**config.mk**
```make
export PLATFORM = sky130hd
export DESIGN_NAME = fwd_hazard_unit
export DESIGN_NICKNAME = d
export VERILOG_FILES = /design/src/rtl/fwd_hazard_unit_pkg.sv /design/src/rtl/fwd_hazard_unit_slot_reg.sv /design/src/rtl/fwd_hazard_unit.sv
export SDC_FILE = /design/constraint.sdc
export NUM_CORES = 1
export LEC_CHECK = 0
export CAP_MARGIN = 20
export CORE_ASPECT_RATIO = 0.6
export CORE_MARGIN = 2
export CORE_UTILIZATION = 52
export CTS_CLUSTER_DIAMETER = 40
export CTS_CLUSTER_SIZE = 16
export DETAILED_ROUTE_END_ITERATION = 7
export GPL_TIMING_DRIVEN = 0
export PLACE_DENSITY = 0.88
export SETUP_SLACK_MARGIN = 0.2
export SKIP_CTS_REPAIR_TIMING = 1
export SYNTH_ARGS = -nofsm -noshare
export SYNTH_HDL_FRONTEND = slang
export SYNTH_SLANG_ARGS = --single-unit
```
**constraint.sdc**
```tcl
create_clock -name clk -period 2.2 [get_ports clk]
set_input_delay 0.33 -clock clk [delete_from_list [all_inputs] [get_ports clk]]
set_output_delay 0.33 -clock clk [all_outputs]
set_load 0.05 [all_outputs]
```
**src/rtl/fwd_hazard_unit_pkg.sv**
```systemverilog
// fwd_hazard_unit_pkg: forwarding select type and shadow-slot metadata shared by the hazard unit
package fwd;
    typedef enum logic {no_fwd = 1'b0, use_fwd = 1'b1} fwd_sel_t;
endpackage

package rv32i_types;
    typedef struct packed {
        logic use1;
        logic use2;
        logic regwrite;
        logic is_load;
    } hz_slot_t;
    localparam int REG_ZERO = 0;
endpackage

```
**src/rtl/fwd_hazard_unit_slot_reg.sv**
```systemverilog
// hz_slot_reg: one shadow pipeline slot; hold freezes it, bubble loads an invalid entry
module hz_slot_reg #(
    parameter int W = 1
) (
    input  logic         clk,
    input  logic         rst_n,
    input  logic         hold,
    input  logic         bubble,
    input  logic         d_valid,
    input  logic [W-1:0] d,
    output logic         q_valid,
    output logic [W-1:0] q
);
    always_ff @(posedge clk or negedge rst_n) begin
        if (!rst_n) begin
            q_valid <= 1'b0;
            q       <= '0;
        end else if (!hold) begin
            q_valid <= d_valid & ~bubble;
            q       <= d;
        end
    end
endmodule

```
**src/rtl/fwd_hazard_unit.sv**
```systemverilog
// fwd_hazard_unit: EX-stage forwarding selects and load-use stall from a shadow EX/MEM/WB pipeline
module fwd_hazard_unit
    import fwd::*;
    import rv32i_types::*;
#(
    parameter int NREG_BITS = 5,
    parameter int CNT_W     = 32
) (
    input  logic                 clk,
    input  logic                 rst_n,
    input  logic                 id_valid,
    input  logic [NREG_BITS-1:0] id_rs1,
    input  logic [NREG_BITS-1:0] id_rs2,
    input  logic                 id_uses_rs1,
    input  logic                 id_uses_rs2,
    input  logic [NREG_BITS-1:0] id_rd,
    input  logic                 id_regwrite,
    input  logic                 id_is_load,
    input  logic                 mem_stall,
    input  logic                 flush,
    output fwd_sel_t             alumux1_fwd_sel_exmem,
    output fwd_sel_t             alumux2_fwd_sel_exmem,
    output fwd_sel_t             alumux1_fwd_sel_memwb,
    output fwd_sel_t             alumux2_fwd_sel_memwb,
    output logic                 load_use_stall,
    output logic [CNT_W-1:0]     load_use_count
);
    localparam int EXW  = 4 + 3 * NREG_BITS;
    localparam int MEMW = NREG_BITS + 2;
    localparam int WBW  = NREG_BITS + 1;
    localparam logic [NREG_BITS-1:0] RZ = NREG_BITS'(REG_ZERO);

    hz_slot_t             id_f, ex_f;
    logic [EXW-1:0]       ex_q;
    logic [MEMW-1:0]      mem_q;
    logic [WBW-1:0]       wb_q;
    logic                 ex_valid, mem_valid, wb_valid;
    logic [NREG_BITS-1:0] ex_rs1, ex_rs2, ex_rd, mem_rd, wb_rd;
    logic                 mem_rw, mem_ld, wb_rw;
    logic                 ex_prod, mem_prod, wb_prod, raw;

    assign id_f = '{use1: id_uses_rs1, use2: id_uses_rs2, regwrite: id_regwrite, is_load: id_is_load};
    assign {ex_f, ex_rs1, ex_rs2, ex_rd} = ex_q;
    assign {mem_rd, mem_rw, mem_ld}      = mem_q;
    assign {wb_rd, wb_rw}                = wb_q;

    hz_slot_reg #(.W(EXW)) u_ex (
        .clk(clk), .rst_n(rst_n), .hold(mem_stall), .bubble(flush | load_use_stall),
        .d_valid(id_valid), .d({id_f, id_rs1, id_rs2, id_rd}), .q_valid(ex_valid), .q(ex_q)
    );
    hz_slot_reg #(.W(MEMW)) u_mem (
        .clk(clk), .rst_n(rst_n), .hold(mem_stall), .bubble(1'b0),
        .d_valid(ex_valid), .d({ex_rd, ex_f.regwrite, ex_f.is_load}), .q_valid(mem_valid), .q(mem_q)
    );
    hz_slot_reg #(.W(WBW)) u_wb (
        .clk(clk), .rst_n(rst_n), .hold(mem_stall), .bubble(1'b0),
        .d_valid(mem_valid), .d({mem_rd, mem_rw}), .q_valid(wb_valid), .q(wb_q)
    );

    // exmem excludes loads: their data is not ready until WB, the stall covers that gap
    always_comb begin
        ex_prod  = ex_valid & ex_f.regwrite & (ex_rd != RZ);
        mem_prod = mem_valid & mem_rw & (mem_rd != RZ);
        wb_prod  = wb_valid & wb_rw & (wb_rd != RZ);
        alumux1_fwd_sel_exmem = (ex_valid & ex_f.use1 & mem_prod & ~mem_ld & (ex_rs1 == mem_rd)) ? use_fwd : no_fwd;
        alumux2_fwd_sel_exmem = (ex_valid & ex_f.use2 & mem_prod & ~mem_ld & (ex_rs2 == mem_rd)) ? use_fwd : no_fwd;
        alumux1_fwd_sel_memwb = (ex_valid & ex_f.use1 & wb_prod & (ex_rs1 == wb_rd)) ? use_fwd : no_fwd;
        alumux2_fwd_sel_memwb = (ex_valid & ex_f.use2 & wb_prod & (ex_rs2 == wb_rd)) ? use_fwd : no_fwd;
        raw = id_valid & ex_f.is_load & ex_prod &
              ((id_uses_rs1 & (id_rs1 == ex_rd)) | (id_uses_rs2 & (id_rs2 == ex_rd)));
        load_use_stall = raw & ~flush;
    end

    always_ff @(posedge clk or negedge rst_n) begin
        if (!rst_n)
            load_use_count <= '0;
        else if (load_use_stall & ~mem_stall & ~&load_use_count)
            load_use_count <= load_use_count + CNT_W'(1);
    end
endmodule

```
# Word-level counts from Yosys, hierarchy flattened
# Index checks and enable logic that the tools add are counted.
# Widths: inputs -> output; s select.
dict set report op_classes {
  n_mux 4
  addsub 1
  reduce_logical 5
  n_bitwise 33
  eq_ne 6
}
# op n
set op_table {}
lappend op_table {{$add 32x1->32 const B} 1}
lappend op_table {{$reduce_and 32->1} 1}
lappend op_table {{$eq 5x5->1} 6}
lappend op_table {{$and 1x1->1} 27}
lappend op_table {{$reduce_bool 5->1} 3}
lappend op_table {{$mux 1} 4}
lappend op_table {{$not 1->1} 4}
lappend op_table {{$or 1x1->1} 2}
lappend op_table {{$logic_not 1->1} 1}
dict set report word_totals {
  register_bits 67
  output_inout_bits 37
}

# Longest topological paths before layout
dict set report logic_depth {
  ltp_word 8
  mapped_depth 8
}

# Modules after synthesis
# Synthesis repeated with hierarchy kept, for this count alone.
dict set report unflattened {
  hier_cells 297
  hier_area_um2 3459.6
}
# module area_per_inst_um2 instances seq_area_each_um2 cells_each
set modules_own_cells {}
lappend modules_own_cells {fwd_hazard_unit 2016.9 1 800.8 217}
lappend modules_own_cells {{hz_slot_reg at u_ex} 819.5 1 500.5 44}
lappend modules_own_cells {{hz_slot_reg at u_mem} 331.6 1 200.2 19}
lappend modules_own_cells {{hz_slot_reg at u_wb} 291.5 1 175.2 17}

# Worst setup path before layout
# OpenSTA, ideal clock, no wires.
dict set report synth_path {
  path_kind {register -> output}
  from {register u_ex.q[3]}
  to {output load_use_stall}
  slack_ps -352
  t_arrival_ps 2222
  path_stages_with_launch 5
  path_cell_list {dfrtp_1 > xor2_1 > nor4_2 > a32oi_2 > nor3_1}
}
dict set report synth_between {
  elab_chain_len 5
}
# item line_no
set synth_rtl {}
lappend synth_rtl {{from (decl)} fwd_hazard_unit_slot_reg.sv:12} ;# output logic [W-1:0] q
lappend synth_rtl {{from (signal assigned)} fwd_hazard_unit_slot_reg.sv:17} ;# q <= '0;
lappend synth_rtl {{from (signal assigned)} fwd_hazard_unit_slot_reg.sv:20} ;# q <= d;
lappend synth_rtl {{$eq 5x5->1 / $reduce_bool 5->1 (equally long branches)} {fwd_hazard_unit.sv:70, fwd_hazard_unit.sv:62}}
lappend synth_rtl {{$and 1x1->1, on equally long branches} {fwd_hazard_unit.sv:70, fwd_hazard_unit.sv:62}}
lappend synth_rtl {{$or 1x1->1 / $and 1x1->1 (equally long branches)} {fwd_hazard_unit.sv:70, fwd_hazard_unit.sv:69}}
lappend synth_rtl {{$and 1x1->1 *} fwd_hazard_unit.sv:69} ;# raw = id_valid & ex_f.is_load & ex_prod &
lappend synth_rtl {{$and 1x1->1 *} fwd_hazard_unit.sv:71} ;# load_use_stall = raw & ~flush;
lappend synth_rtl {{to (decl)} fwd_hazard_unit.sv:25} ;# output logic load_use_stall,
# Mark *: on every way between the ends. The rest lies on a longest branch, timed or not.

# Worst setup path after layout
dict set report layout_path {
  from {register u_ex.q[1]}
  to {output load_use_stall}
}
# Same word-level chain as after synthesis.

==> metrics.txt <==
worst hold path type in -> async; Core Area 0.00608 mm^2; post-synth cell types 29; Leak 1.85 nW; First DRT Iteration DRCs 153; Max Clk Rate 432 MHz; Initial Utilization 0.534; Netlist Area Pre-Place 0.00325 mm^2; CP endpoint kind output pin; H-tree Lvls 3; worst slack, placed -0.817 ns; outcome finished, violations left; most common cell after layout, fill and taps aside clkdlybuf4s50_1; Setup CP Type reg -> out; Reg-to-Reg Start u_ex.q[1]; share of cells above drive strength 1 0.400; failing checks negative setup slack; Final Util 0.754; Crit path arrival time 1.99 ns; GRT overflow 0; largest net degree at the start of global routing 68; power per cell area 653 mW/mm^2; drt pass-1 iters 4; gpl congestion 0.927; first-pass GRT wire length 11900 um; Period minus WS final 2.32 ns; Req. time, crit path 1.87 ns; Final ANT Viol Nets 0; crit share post-route 1.05; dpl cells 415; Reg clk slew, reported paths 0.07 ns; Worst-Skew Late Latency 0.35 ns; drt drc 0; root buffer cell clkbuf_8; Worst Slack Setup Final -0.117 ns; Max-Cap Viols 0; NumNets Final 385; yosys warns 0; width of the die 106 um; initial antenna violation count 0; vias in the first global route 2315; Syn Nets 296; Die Footprint 0.00691 mm^2; number of port buffers 60; # rows 22; # setup viols final 11; TritonCTS clock tree done; Slew HR 0.441; drt total wl 8260 um; Setup crit start u_ex.q[1]; Hold Vio Cnt, Final 0; CP Max Fanout 5; Tightest Pin Transition 0.838 ns; Worst setup SP type flip-flop; Die Y 65.2 um; wire per inst 18.4 um; post-synthesis register bit count 67; DP HPWL 5280 um; cell taking the most area after synthesis dfrtp_1; Cells after Synth 271; Avg Inst Size Synth 12.0 um^2; ranking of synthesized cells by area dfrtp_1 52%, xnor2_1 13%, mux2_2 12%, nand4_1 4.0%, xor2_1 3.5%; Worst VDD drop 396 uV; Max Clock Skew 0.00810 ns; total I/O pin count 61; Area Overhead vs Synth 41.2%; Yosys top cell area share 0.517; DR vias 2477; sequential share of the synthesized area 0.517; max-slew violations 0; dpl cell area 0.00402 mm^2; diode count 0; clk sinks 67; Vias per Instance 5.52; total CTS buffers 9; Finished Cell Area 0.00458 mm^2; RSZ-0062 raised after global routing true; most frequent cells in the layout 52 x clkdlybuf4s50_1, 44 x xnor2_1, 37 x dfrtp_1; CTS Buffer Depth 2; Post-Layout Cell Count 449; GRT Total Usage 0.228
## routing by layer
layer  vias up  track usage  part of all wire
met5         -            0                 0
met4         0       0.0822             0.015
met3        15       0.0605             0.050
met2        68        0.319              0.44
met1      1254        0.341              0.49
li1       1140            -                 -
## cells in the mapped netlist
library cell	instances
nor4_1	2
buf_2	1
nand3_1	5
or3_1	1
xnor2_1	48
and4_1	4
nor3_1	6
xor2_1	13
mux2_2	35
dfrtp_1	67
nand2_1	25
nor4_4	1
nand4_1	21
a32oi_2	1
or4_1	3
ha_1	1
or4_4	1
buf_1	4
nor3_4	1
nor4_2	2
and4b_1	1
o21ai_0	3
clkbuf_1	1
and3_1	6
nor2b_1	2
and2_1	3
o2111ai_1	2
nor2_1	10
or2b_2	1
## logic make-up (layout without fill, tap and decap cells)
kind of cell	count (synthesis)	count (layout)	share of synthesized area
AO/OA/AOI/OAI	6	6	0.0150
flip-flops	67	67	0.517
buffers and inverters	6	100	0.00732
AND/OR/NAND/NOR	95	95	0.171
XOR/XNOR	61	61	0.165
adder cells (fa/ha/maj)	1	1	0.00385
multiplexers	35	35	0.121
## power by group
group,switching [W],leakage [nW],internal (W),total [W]
Sequential,0.000116,0.814,0.00132,0.00143
Clock,0.000467,0.111,0.000670,0.00114
Combinational,0.000179,0.930,0.000243,0.000423
Total,0.000762,1.85,0.00223,0.00299
## final timing paths
check	cells after the start	slack (ns)	end
worst max-delay path	5	-0.12	load_use_stall
worst min-delay path	1	0.08	load_use_count[28]
worst max register to register	8	-0.06	load_use_count[20]
worst min register to register	1	0.47	load_use_count[11]
max in group asynchronous	1	1.52	load_use_count[11]
min in group clk	2	0.37	u_ex.q[13]
## critical path, cell delays in order, from the launching register on
cell and delay [ns]:
dfrtp_1 0.45, xor2_1 0.20, nor4_2 0.37, a32oi_2 0.16, nor3_2 0.26, buf_6 0.19
## state kept, by name, indices dropped and copies added, names as in the netlist
name            count
u_ex.q             19
load_use_count     32
u_mem.q             7
u_wb.q              6
u_ex.q_valid        1
u_mem.q_valid       1
u_wb.q_valid        1
## per-stage QoR
stage	hold slack (ns)	total power, W	setup TNS [ns]
2_1_floorplan	0.0344	0.00163	0
3_3_place_gp	0.464	0.00176	-114.26
3_5_place_dp	0.474	0.00177	-17.46
4_1_cts	0.103	0.00291	-6.80
5_1_grt	0.150	0.00311	-2.99
6_report	0.0839	0.00299	-0.357
## cell type report
cell class              count  area [um^2]
clock inverters             4         73.8
flip-flops and latches     67         1710
fillers                   374         1500
multi-input cells         198         1760
clock buffers              12          145
plain buffers               6         35.0
well taps                  84          105
repair buffers             78          756
Note: power is estimated with default switching activity, not from simulation.
